### src/rtl/trail_stack_pkg.sv
// Shared types and constants for the DPLL assignment-trail stack.
// Entry encoding is {var, val, type}; type distinguishes decisions from implications.
`ifndef MAX_VARS_BITS
`define MAX_VARS_BITS 8
`endif

package trail_pkg;

  localparam int MAX_VARS_BITS = `MAX_VARS_BITS;

  localparam logic TYPE_DECIDE = 1'b0;
  localparam logic TYPE_FORCED = 1'b1;

  typedef enum logic {
    IDLE   = 1'b0,
    UNWIND = 1'b1
  } trail_state_t;

  function automatic logic is_decision(input logic typ);
    return typ == TYPE_DECIDE;
  endfunction

endpackage

### src/rtl/trail_stack_if.sv
// Command/status bundle between the decision/BCP units (master) and the trail stack (slave).
interface trail_stack_if #(
  parameter int VAR_BITS = trail_pkg::MAX_VARS_BITS,
  parameter int CNT_BITS = 5
);

  logic                push;
  logic                pop;
  logic                backtrack;
  logic                type_in;
  logic                val_in;
  logic [VAR_BITS-1:0] var_in;

  logic [VAR_BITS-1:0] var_out;
  logic                val_out;
  logic                type_out;

  logic                unassign_valid;
  logic [VAR_BITS-1:0] unassign_var;
  logic                flip_valid;
  logic [VAR_BITS-1:0] flip_var;
  logic                flip_val;

  logic                busy;
  logic                unsat;
  logic                error;
  logic [CNT_BITS-1:0] count;
  logic [CNT_BITS-1:0] level;
  logic                empty;
  logic                full;

  modport master (
    output push, pop, backtrack, type_in, val_in, var_in,
    input  var_out, val_out, type_out,
    input  unassign_valid, unassign_var, flip_valid, flip_var, flip_val,
    input  busy, unsat, error, count, level, empty, full
  );

  modport slave (
    input  push, pop, backtrack, type_in, val_in, var_in,
    output var_out, val_out, type_out,
    output unassign_valid, unassign_var, flip_valid, flip_var, flip_val,
    output busy, unsat, error, count, level, empty, full
  );

endinterface

### src/rtl/trail_stack_mem.sv
// Trail entry storage: one write port, one combinational read port, no reset.
// Out-of-range indices read as zero and never write.
module trail_mem #(
  parameter int DEPTH    = 16,
  parameter int WIDTH    = 10,
  parameter int IDX_BITS = 5
) (
  input  logic                clock,
  input  logic                i_we,
  input  logic [IDX_BITS-1:0] i_wr_idx,
  input  logic [WIDTH-1:0]    i_wr_data,
  input  logic [IDX_BITS-1:0] i_rd_idx,
  output logic [WIDTH-1:0]    o_rd_data
);

  localparam int AW = (DEPTH > 1) ? $clog2(DEPTH) : 1;
  localparam logic [IDX_BITS-1:0] LIMIT = IDX_BITS'(DEPTH);

  logic [WIDTH-1:0] r_mem [DEPTH];
  logic             w_wr_ok;
  logic             w_rd_ok;

  assign w_wr_ok = i_we && (i_wr_idx < LIMIT);
  assign w_rd_ok = i_rd_idx < LIMIT;

  always_ff @(posedge clock) begin
    if (w_wr_ok) begin
      r_mem[i_wr_idx[AW-1:0]] <= i_wr_data;
    end
  end

  assign o_rd_data = w_rd_ok ? r_mem[i_rd_idx[AW-1:0]] : '0;

endmodule

### src/rtl/trail_stack.sv
// Assignment-trail stack with push/pop and a backtrack sequencer that unwinds
// forced entries down to the newest decision, flips it, or flags unsat.
//
// state  | meaning
// IDLE   | accepts push/pop/backtrack
// UNWIND | one top entry per cycle: forced -> unassign+pop, decision -> flip+exit
module trail_stack
  import trail_pkg::*;
#(
  parameter int DEPTH    = 16,
  parameter int VAR_BITS = MAX_VARS_BITS,
  parameter int CNT_BITS = $clog2(DEPTH + 1)
) (
  input  logic          clock,
  input  logic          reset_n,
  trail_stack_if.slave  bus
);

  localparam int                  WIDTH    = VAR_BITS + 2;
  localparam logic [CNT_BITS-1:0] FULL_CNT = CNT_BITS'(DEPTH);
  localparam logic [CNT_BITS-1:0] ONE      = CNT_BITS'(1);

  trail_state_t        r_state;
  logic [CNT_BITS-1:0] r_count;
  logic [CNT_BITS-1:0] r_level;
  logic                r_unsat;
  logic                r_error;

  logic                w_empty;
  logic                w_full;
  logic                w_unwind;
  logic [CNT_BITS-1:0] w_top_idx;
  logic [WIDTH-1:0]    w_top;
  logic [VAR_BITS-1:0] w_top_var;
  logic                w_top_val;
  logic                w_top_type;
  logic [CNT_BITS-1:0] w_dec_in;
  logic [CNT_BITS-1:0] w_dec_top;
  logic                w_idle_cmd;
  logic                w_push;
  logic                w_swap;
  logic                w_flip;
  logic                w_we;
  logic [CNT_BITS-1:0] w_wr_idx;
  logic [WIDTH-1:0]    w_wr_data;

  assign w_empty   = (r_count == '0);
  assign w_full    = (r_count == FULL_CNT);
  assign w_unwind  = (r_state == UNWIND);
  assign w_top_idx = r_count - ONE;

  assign w_top_var  = w_top[WIDTH-1:2];
  assign w_top_val  = w_top[1];
  assign w_top_type = w_top[0];

  assign w_dec_in  = CNT_BITS'(is_decision(bus.type_in));
  assign w_dec_top = CNT_BITS'(is_decision(w_top_type));

  // Backtrack outranks push/pop in IDLE; a push+pop on an empty stack is a plain push.
  assign w_idle_cmd = !w_unwind && !bus.backtrack;
  assign w_push     = w_idle_cmd && bus.push && (!bus.pop || w_empty) && !w_full;
  assign w_swap     = w_idle_cmd && bus.push && bus.pop && !w_empty;
  assign w_flip     = w_unwind && (w_top_type == TYPE_DECIDE);

  assign w_we      = w_push || w_swap || w_flip;
  assign w_wr_idx  = w_push ? r_count : w_top_idx;
  assign w_wr_data = w_flip ? {w_top_var, ~w_top_val, TYPE_FORCED}
                            : {bus.var_in, bus.val_in, bus.type_in};

  trail_mem #(
    .DEPTH    (DEPTH),
    .WIDTH    (WIDTH),
    .IDX_BITS (CNT_BITS)
  ) u_mem (
    .clock     (clock),
    .i_we      (w_we),
    .i_wr_idx  (w_wr_idx),
    .i_wr_data (w_wr_data),
    .i_rd_idx  (w_top_idx),
    .o_rd_data (w_top)
  );

  always_ff @(posedge clock or negedge reset_n) begin
    if (!reset_n) begin
      r_state <= IDLE;
      r_count <= '0;
      r_level <= '0;
      r_unsat <= 1'b0;
      r_error <= 1'b0;
    end else begin
      case (r_state)
        IDLE: begin
          if (bus.backtrack) begin
            if (w_empty) begin
              r_unsat <= 1'b1;
            end else begin
              r_state <= UNWIND;
            end
          end else if (bus.push && bus.pop) begin
            if (w_empty) begin
              r_count <= ONE;
              r_level <= r_level + w_dec_in;
            end else begin
              r_level <= r_level - w_dec_top + w_dec_in;
            end
          end else if (bus.push) begin
            if (w_full) begin
              r_error <= 1'b1;
            end else begin
              r_count <= r_count + ONE;
              r_level <= r_level + w_dec_in;
            end
          end else if (bus.pop) begin
            if (w_empty) begin
              r_error <= 1'b1;
            end else begin
              r_count <= w_top_idx;
              r_level <= r_level - w_dec_top;
            end
          end
        end
        UNWIND: begin
          if (bus.push || bus.pop) begin
            r_error <= 1'b1;
          end
          if (w_top_type == TYPE_FORCED) begin
            r_count <= w_top_idx;
            if (r_count == ONE) begin
              r_unsat <= 1'b1;
              r_state <= IDLE;
            end
          end else begin
            r_level <= r_level - ONE;
            r_state <= IDLE;
          end
        end
        default: r_state <= IDLE;
      endcase
    end
  end

  assign bus.var_out  = w_empty ? '0 : w_top_var;
  assign bus.val_out  = !w_empty && w_top_val;
  assign bus.type_out = !w_empty && w_top_type;

  assign bus.unassign_valid = w_unwind && (w_top_type == TYPE_FORCED);
  assign bus.unassign_var   = bus.unassign_valid ? w_top_var : '0;
  assign bus.flip_valid     = w_flip;
  assign bus.flip_var       = w_flip ? w_top_var : '0;
  assign bus.flip_val       = w_flip && !w_top_val;

  assign bus.busy  = w_unwind;
  assign bus.unsat = r_unsat;
  assign bus.error = r_error;
  assign bus.count = r_count;
  assign bus.level = r_level;
  assign bus.empty = w_empty;
  assign bus.full  = w_full;

  // The sequencer never runs on an empty stack, and decisions are a subset of entries.
  a_level_le_count: assert property (@(posedge clock) disable iff (!reset_n) r_level <= r_count);
  a_unwind_nonempty: assert property (@(posedge clock) disable iff (!reset_n) !(w_unwind && w_empty));

endmodule

### src/flat_wrapper.sv
// flat-port wrapper written by rule: the top's interface ports become plain ports
module trail_stack_flat import trail_pkg::*;
#(
  parameter int DEPTH    = 16,
  parameter int VAR_BITS = MAX_VARS_BITS,
  parameter int CNT_BITS = $clog2(DEPTH + 1)
)
  (clock, reset_n, bus_push, bus_pop, bus_backtrack, bus_type_in, bus_val_in, bus_var_in, bus_var_out, bus_val_out, bus_type_out, bus_unassign_valid, bus_unassign_var, bus_flip_valid, bus_flip_var, bus_flip_val, bus_busy, bus_unsat, bus_error, bus_count, bus_level, bus_empty, bus_full);
  trail_stack_if #(.VAR_BITS(VAR_BITS), .CNT_BITS(CNT_BITS)) bus_i ();
  input  logic clock;
  input  logic reset_n;
  input wire logic [$bits(bus_i.push)-1:0] bus_push;
  input wire logic [$bits(bus_i.pop)-1:0] bus_pop;
  input wire logic [$bits(bus_i.backtrack)-1:0] bus_backtrack;
  input wire logic [$bits(bus_i.type_in)-1:0] bus_type_in;
  input wire logic [$bits(bus_i.val_in)-1:0] bus_val_in;
  input wire logic [$bits(bus_i.var_in)-1:0] bus_var_in;
  output wire logic [$bits(bus_i.var_out)-1:0] bus_var_out;
  output wire logic [$bits(bus_i.val_out)-1:0] bus_val_out;
  output wire logic [$bits(bus_i.type_out)-1:0] bus_type_out;
  output wire logic [$bits(bus_i.unassign_valid)-1:0] bus_unassign_valid;
  output wire logic [$bits(bus_i.unassign_var)-1:0] bus_unassign_var;
  output wire logic [$bits(bus_i.flip_valid)-1:0] bus_flip_valid;
  output wire logic [$bits(bus_i.flip_var)-1:0] bus_flip_var;
  output wire logic [$bits(bus_i.flip_val)-1:0] bus_flip_val;
  output wire logic [$bits(bus_i.busy)-1:0] bus_busy;
  output wire logic [$bits(bus_i.unsat)-1:0] bus_unsat;
  output wire logic [$bits(bus_i.error)-1:0] bus_error;
  output wire logic [$bits(bus_i.count)-1:0] bus_count;
  output wire logic [$bits(bus_i.level)-1:0] bus_level;
  output wire logic [$bits(bus_i.empty)-1:0] bus_empty;
  output wire logic [$bits(bus_i.full)-1:0] bus_full;
  assign bus_i.push = bus_push;
  assign bus_i.pop = bus_pop;
  assign bus_i.backtrack = bus_backtrack;
  assign bus_i.type_in = bus_type_in;
  assign bus_i.val_in = bus_val_in;
  assign bus_i.var_in = bus_var_in;
  assign bus_var_out = bus_i.var_out;
  assign bus_val_out = bus_i.val_out;
  assign bus_type_out = bus_i.type_out;
  assign bus_unassign_valid = bus_i.unassign_valid;
  assign bus_unassign_var = bus_i.unassign_var;
  assign bus_flip_valid = bus_i.flip_valid;
  assign bus_flip_var = bus_i.flip_var;
  assign bus_flip_val = bus_i.flip_val;
  assign bus_busy = bus_i.busy;
  assign bus_unsat = bus_i.unsat;
  assign bus_error = bus_i.error;
  assign bus_count = bus_i.count;
  assign bus_level = bus_i.level;
  assign bus_empty = bus_i.empty;
  assign bus_full = bus_i.full;
  trail_stack #(.DEPTH(DEPTH), .VAR_BITS(VAR_BITS), .CNT_BITS(CNT_BITS)) u_core (.clock(clock), .reset_n(reset_n), .bus(bus_i));
endmodule
### config.mk
export PLATFORM = sky130hd
export DESIGN_NAME = trail_stack_flat
export DESIGN_NICKNAME = d
export VERILOG_FILES = /design/src/rtl/trail_stack_pkg.sv /design/src/rtl/trail_stack_if.sv /design/src/rtl/trail_stack_mem.sv /design/src/rtl/trail_stack.sv /design/src/flat_wrapper.sv
export SDC_FILE = /design/constraint.sdc
export NUM_CORES = 1
export LEC_CHECK = 0
export BUFFER_PORTS_ARGS = -buffer_cell sky130_fd_sc_hd__buf_4
export CAP_MARGIN = 20
export CORE_MARGIN = 8
export CORE_UTILIZATION = 60
export DETAILED_ROUTE_END_ITERATION = 10
export GPL_ROUTABILITY_DRIVEN = 0
export HOLD_SLACK_MARGIN = 0.05
export PLACE_DENSITY = 0.79
export RECOVER_POWER = 50
export SETUP_SLACK_MARGIN = 0.5
export SLEW_MARGIN = 20
export SYNTH_ARGS = -nofsm -noshare
export SYNTH_HDL_FRONTEND = slang
export SYNTH_SLANG_ARGS = --single-unit
### constraint.sdc
create_clock -name clock -period 5.15 [get_ports clock]
set_input_delay 0 -clock clock [delete_from_list [all_inputs] [get_ports clock]]
set_output_delay 0 -clock clock [all_outputs]
set_load 0.01 [all_outputs]
# [After elaboration in Yosys (flattened, before gate mapping)]
# Memories as Yosys holds them, arrays and structs flattened.
# Index checks and enable logic that the tools add are counted.
# Widths: inputs -> output; s select.
[word_totals] ff_bits=13 mem_bits_rw=160 output_inout_bits=44 elab_cells=106 n_memories=1
[mem_list] memory="u_core.u_mem.r_mem" depth=16 width=10 read_ports=1 rd_ports_with_merged_regs=0 write_ports=1 line_no="trail_stack_mem.sv:19" text="logic [WIDTH-1:0] r_mem [DEPTH];"
[classes] add_sub_neg=6 magnitude_cmp=2 eq_ne=17 n_mux=43 n_bitwise=4 n_reduce_logical=28
[op_table] operator="$mux 5" count=17
[op_table] operator="$mux 8" count=3
[op_table] operator="$mux 10" count=2
[op_table] operator="$pmux 5 s2" count=2
[op_table] operator="$mux 1" count=16
[op_table] operator="$ne 2x2->1 const B" count=7
[op_table] operator="$logic_and 1x1->1" count=13
[op_table] operator="$reduce_and 6->1" count=2
[op_table] operator="$add 5x1->5" count=2
[op_table] operator="$lt 5x5->1 const B" count=2
[op_table] operator="$sub 5x1->5 const B" count=2
[op_table] operator="$ne 3x2->1 const B" count=3
[op_table] operator="$ne 4x4->1 const B" count=2
[op_table] operator="$logic_not 1->1" count=6
[op_table] operator="$pmux 1 s2" count=3
[op_table] operator="$add 5x1->5 const B" count=1
[op_table] operator="$eq 5x1->1 const B" count=1
[op_table] operator="$eq 5x5->1 const B" count=1
[op_table] operator="$logic_not 5->1" count=1
[op_table] operator="$reduce_and 5->1" count=1
[op_table] operator="$sub 5x1->5" count=1
[op_table] operator="$logic_or 1x1->1" count=4
[op_table] operator="$ne 4x3->1 const B" count=1
[op_table] operator="$not 1->1" count=4
[op_table] operator="other kinds (3)" count=3

# [Depth between registers and ports, before layout]
[depth] depth_word=11 depth_mapped=19 depth_no_buf=16

# [Cells and area by module]
# Synthesis repeated with hierarchy kept, for this count alone.
[unflattened] cells_unflattened=538 area_unflattened_um2=8037.7
[by_module_without_submodules] module="trail_mem" instances=1 cells_per_inst=313 area_each_um2=6372.4
[by_module_without_submodules] module="trail_stack" instances=1 cells_per_inst=225 area_each_um2=1665.3

# [Worst setup path before layout]
# No wires, ideal clock.
[synth_timing] path_kind="reg2reg" start="register u_core.r_count[1] (netlist: u_core.bus.count[1])" end="register u_core.r_level[4] (netlist: u_core.bus.level[4])" setup_time_ns=0.124 t_arrival_ns=4.265 slack_ns=0.760 stages_incl_launch_ff=20 n_path_buf=3 period_less_slack_ns=4.390 cell_sequence="dfrtp_1 -> clkbuf_1 -> inv_1 -> ha_1 -> buf_6 -> xor2_1 -> buf_6 -> mux4_2 -> and3_2 -> o31ai_4 -> ha_1 -> inv_1 -> ha_1 -> ha_1 -> nor4bb_1 -> a32oi_1 -> a21bo_2 -> a221oi_1 -> o22ai_1 -> xnor2_1"
[synth_between] elab_chain_cells=11 word_cells_on_any_way=20
[synth_lines] item="start, declared" line_no="trail_stack.sv:24" text="logic [CNT_BITS-1:0] r_count;"
[synth_lines] item="start signal, assigned" line_no="trail_stack.sv:110" text="r_count <= r_count + ONE;"
[synth_lines] item="start signal, assigned" line_no="trail_stack.sv:117" text="r_count <= w_top_idx;"
[synth_lines] item="start signal, assigned" line_no="trail_stack.sv:127" text="r_count <= w_top_idx;"
[synth_lines] item="branches (longest 11 deep; another with $mem_v2 16x10)"
[synth_lines] item="end signal, assigned" line_no="trail_stack.sv:102" text="r_level <= r_level + w_dec_in;"
[synth_lines] item="end signal, assigned" line_no="trail_stack.sv:104" text="r_level <= r_level - w_dec_top + w_dec_in;"
[synth_lines] item="end signal, assigned" line_no="trail_stack.sv:111" text="r_level <= r_level + w_dec_in;"
[synth_lines] item="end, declared" line_no="trail_stack.sv:25" text="logic [CNT_BITS-1:0] r_level;"
# Several ways; the timed one is not identified. The select of a mux whose other input is x is not followed.
# A chain may end at the register's enable or synchronous reset.

# [Final worst setup path]
[layout_timing] start="register u_core.r_count[2] (netlist: u_core.bus.count[2])" end="memory u_core.u_mem.r_mem[1][7], data pin"
[layout_between] elab_chain_cells=6 word_cells_on_any_way=7
[layout_lines] item="$sub 5x1->5 (*)" line_no="trail_stack.sv:50" text="assign w_top_idx = r_count - ONE;"
[layout_lines] item="$mem_v2 16x10 / $lt 5x5->1 (equally long branches)"
[layout_lines] item="$mux 10 (*)" line_no="trail_stack_mem.sv:32" text="assign o_rd_data = w_rd_ok ? r_mem[i_rd_idx[AW-1:0]] : '0;"
[layout_lines] item="$not 1->1" line_no="trail_stack.sv:63" text="assign w_flip = w_unwind && (w_top_type == TYPE_DECIDE);"
[layout_lines] item="$logic_and 1x1->1" line_no="trail_stack.sv:63"
[layout_lines] item="$mux 10 (*)" line_no="trail_stack.sv:67" text="assign w_wr_data = w_flip ? {w_top_var, ~w_top_val, TYPE_FORCED}"
[layout_lines] item="via u_core.u_mem.i_wr_data[7]" line_no="trail_stack_mem.sv:11" text="input logic [WIDTH-1:0] i_wr_data,"
[layout_lines] item="end, declared" line_no="trail_stack_mem.sv:19"
# The timed path passes the listed nets; every way through them passes the cells marked *.

==> flow_summary.ini <==
[setup_path]
slowest_stage = o21bai_1
critPathArrivalTime_ns = 4.54
crit_fanout = 23
r2r-start = u_core.bus.count[2]$_DFFE_PN0P_
startpoint = u_core.bus.count[2]$_DFFE_PN0P_
cp-end-kind = register
cp_data_required_time_ns = 5.18
cpMostUsedCell = clkbuf_1
critPathMaxStageDelay_ns = 1.23
critPathKind = reg2reg
startpoint_type = register
crit_family = compound AO/OA/AOI/OAI gates
path_cells = clkbuf_1, nor4_1, nor3_1, a22o_4, o31ai_4, clkbuf_1, and2_0, o21bai_1
path_buf_inv = 2

[drt]
post_drt_wl_per_cell_um = 24.8
via_per_inst = 6.61
vias = 5472
dr.pass1.iters = 6
drc = 0
drt-total-wl_um = 20500
ant_nets = 0
first_iter_violations = 606

[yosys]
yosys_warnings = 0
yosysMostFrequentCell = edfxtp_1
yosys-top-cells-count = edfxtp_1, mux4_2, nor2_1, nand2_1
syn-mean-instance-area_um2 = 14.7
syn_nets = 587
synth_top_cell_area_share = 0.582
syn_inst = 561
async_flop_share = 0.0751
synth_cell_types = 78
synth_edf_count = 160
synthTopCellsByArea = edfxtp_1, mux4_2, dfrtp_1, ha_1, nor2_1
seq_area_frac_synth = 0.621
ys_ff_latch = 173
yosys_most_used_dff = edfxtp_1
yosysTopAreaCell = edfxtp_1
synth.cell_area_um2 = 8260

[final_layout]
n_antenna_cell = 0
multi_input_area_um2 = 2820
seq_area_um2 = 5130
drive_gt1_frac = 0.230
syn2layout_area_growth_pct = 15.1
fin_nets = 662
num-fill-cells = 947

[grt]
first_global_vias = 5592
grt_remaining_overflow = 0
grt_use_total = 0.233
grt_busiest_layer = met2
use_met1 = 0.285
grt_max_degree = 59
grtUsageMet3 = 0.0625
met2_usage = 0.378
antenna_found_initial = 0
grt_first_pass_wirelength_um = 31400

[min_path]
min-delay-start = bus_push
hold_class = in2reg

[floorplan]
fp-row-count = 43
coreArea_um2 = 13700
pin_count = 59
start_util = 0.604
die_area_um2 = 17800
die_y_um = 133
die_width_um = 133

[sta]
worstMarginPinSlew_ns = 1.42
slew_headroom = 0.0513
drv_slew = 0
hold_violations = 0
rsz0062_at_grt = false
fin_setup_tns_ns = 0
max_freq_ghz = 0.222
skew_ns = 0.00779
finalSetupViolations = 0
post-route-min-period_ns = 4.51
post-route-period-util = 0.876

[clocking]
clk_pin_slew_ns = 0.06
cts_buffers = 17
cts.sinks = 173
cts_buffer_depth = 2
insertion_delay_ns = 0.43
cts_htree_levels = 4
cts-root-buf = clkbuf_16
cts_tree = built

[placed_design]
port_buffers = 58
dp_hpwl_um = 13400

[run_status]
status = finished, final reports clean

[run]
drv_cap = 0
final timing paths:
kind                                                      endpoint  slack, ns  cells past startpoint
worst max register to register  u_core.u_mem.r_mem[1][7]$_DFFE_PP_       0.64                      8
worst min-delay path               u_core.bus.level[0]$_DFFE_PN0P_       0.12                      4
worst min register to register     u_core.bus.level[4]$_DFFE_PN0P_       0.47                      1
min in group asynchronous          u_core.bus.level[3]$_DFFE_PN0P_       0.74                      3
max in group asynchronous          u_core.bus.count[0]$_DFFE_PN0P_       3.86                      3
worst max-delay path            u_core.u_mem.r_mem[1][7]$_DFFE_PP_       0.64                      8
metrics by stage:
stage / hold WS (ns) / setup WS [ns] / util / cells / cell area (µm²)
finish: 0.124 / 0.638 / 0.695 / 828 / 9500
global route: 0.156 / 0.419 / 0.695 / 828 / 9500
CTS: 0.0896 / 0.602 / 0.704 / 826 / 9630
detailed placement: -0.129 / 0.358 / 0.653 / 788 / 8920
global placement: -0.134 / 0.592 / 0.653 / 788 / 8920
floorplan: -0.296 / 0.760 / - / 561 / 8260
registers in the layout, summed over array words and instances (netlist names):
| name | count |
|---|---|
| u_core.bus.busy | 1 |
| u_core.bus.count | 5 |
| u_core.bus.error | 1 |
| u_core.bus.level | 5 |
| u_core.bus.unsat | 1 |
| u_core.u_mem.r_mem | 160 |
tightest hold or removal path, delay by kind of cell:
kind                   cells  cell delay (ns)
multiplexers               1             0.08
AO/OA/AOI/OAI              2             0.23
buffers and inverters      1             0.19
metal layers:
metal  routed length (µm)  up-vias
met5                    0        -
met1                 7930     2702
met3                 1850       60
li1                     -     2360
met4                  630        0
met2                10100      350
cells by family after synthesis:
group	share of synthesized area
flip-flops	0.621
AND/OR/NAND/NOR	0.0918
AO/OA/AOI/OAI	0.102
buffers and inverters	0.0382
multiplexers	0.123
adder cells (fa/ha/maj)	0.0167
XOR/XNOR	0.00637
repair_timing:
| action | 4_1_cts | 5_1_grt |
|---|---|---|
| hold endpoints to repair | 16 | 0 |
| endpoints found under the setup margin | 1 | 1 |
| pin swaps | 1 | 0 |
| resized for setup | 3 | 3 |
| hold buffers | 5 | 0 |
| buffers inserted | 2 | 2 |
cell usage in the layout (no fill, tap or decap), types with 6 or more instances in the layout:
| master | Yosys | routed |
|---|---|---|
| edfxtp_1 | 160 | 160 |
| buf_4 | 4 | 52 |
| mux4_2 | 39 | 39 |
| nor2_1 | 35 | 34 |
| clkbuf_1 | 17 | 34 |
| nand2_1 | 32 | 32 |
| a21oi_1 | 24 | 25 |
| inv_1 | 24 | 23 |
| nor3_1 | 20 | 20 |
| clkbuf_16 | 0 | 17 |
| a31oi_1 | 15 | 15 |
| dfrtp_1 | 13 | 12 |
| mux2i_1 | 10 | 10 |
| nor2b_1 | 10 | 10 |
| o22ai_1 | 10 | 10 |
| a211oi_1 | 9 | 9 |
| o21ai_0 | 9 | 9 |
| ha_1 | 11 | 9 |
| nand3_1 | 6 | 6 |
area by class of cell:
cell class | instances | area share
Tap cell | 180 | 0.0237
Inverter | 26 | 0.0108
Clock buffer | 17 | 0.0448
Sequential cell | 173 | 0.540
Timing Repair Buffer | 93 | 0.0617
Multi-Input combinational cell | 325 | 0.297
Clock inverter | 14 | 0.0220
Power is not shown: default switching activity piles up to over one toggle a cycle in this logic, so the estimate is an artifact.
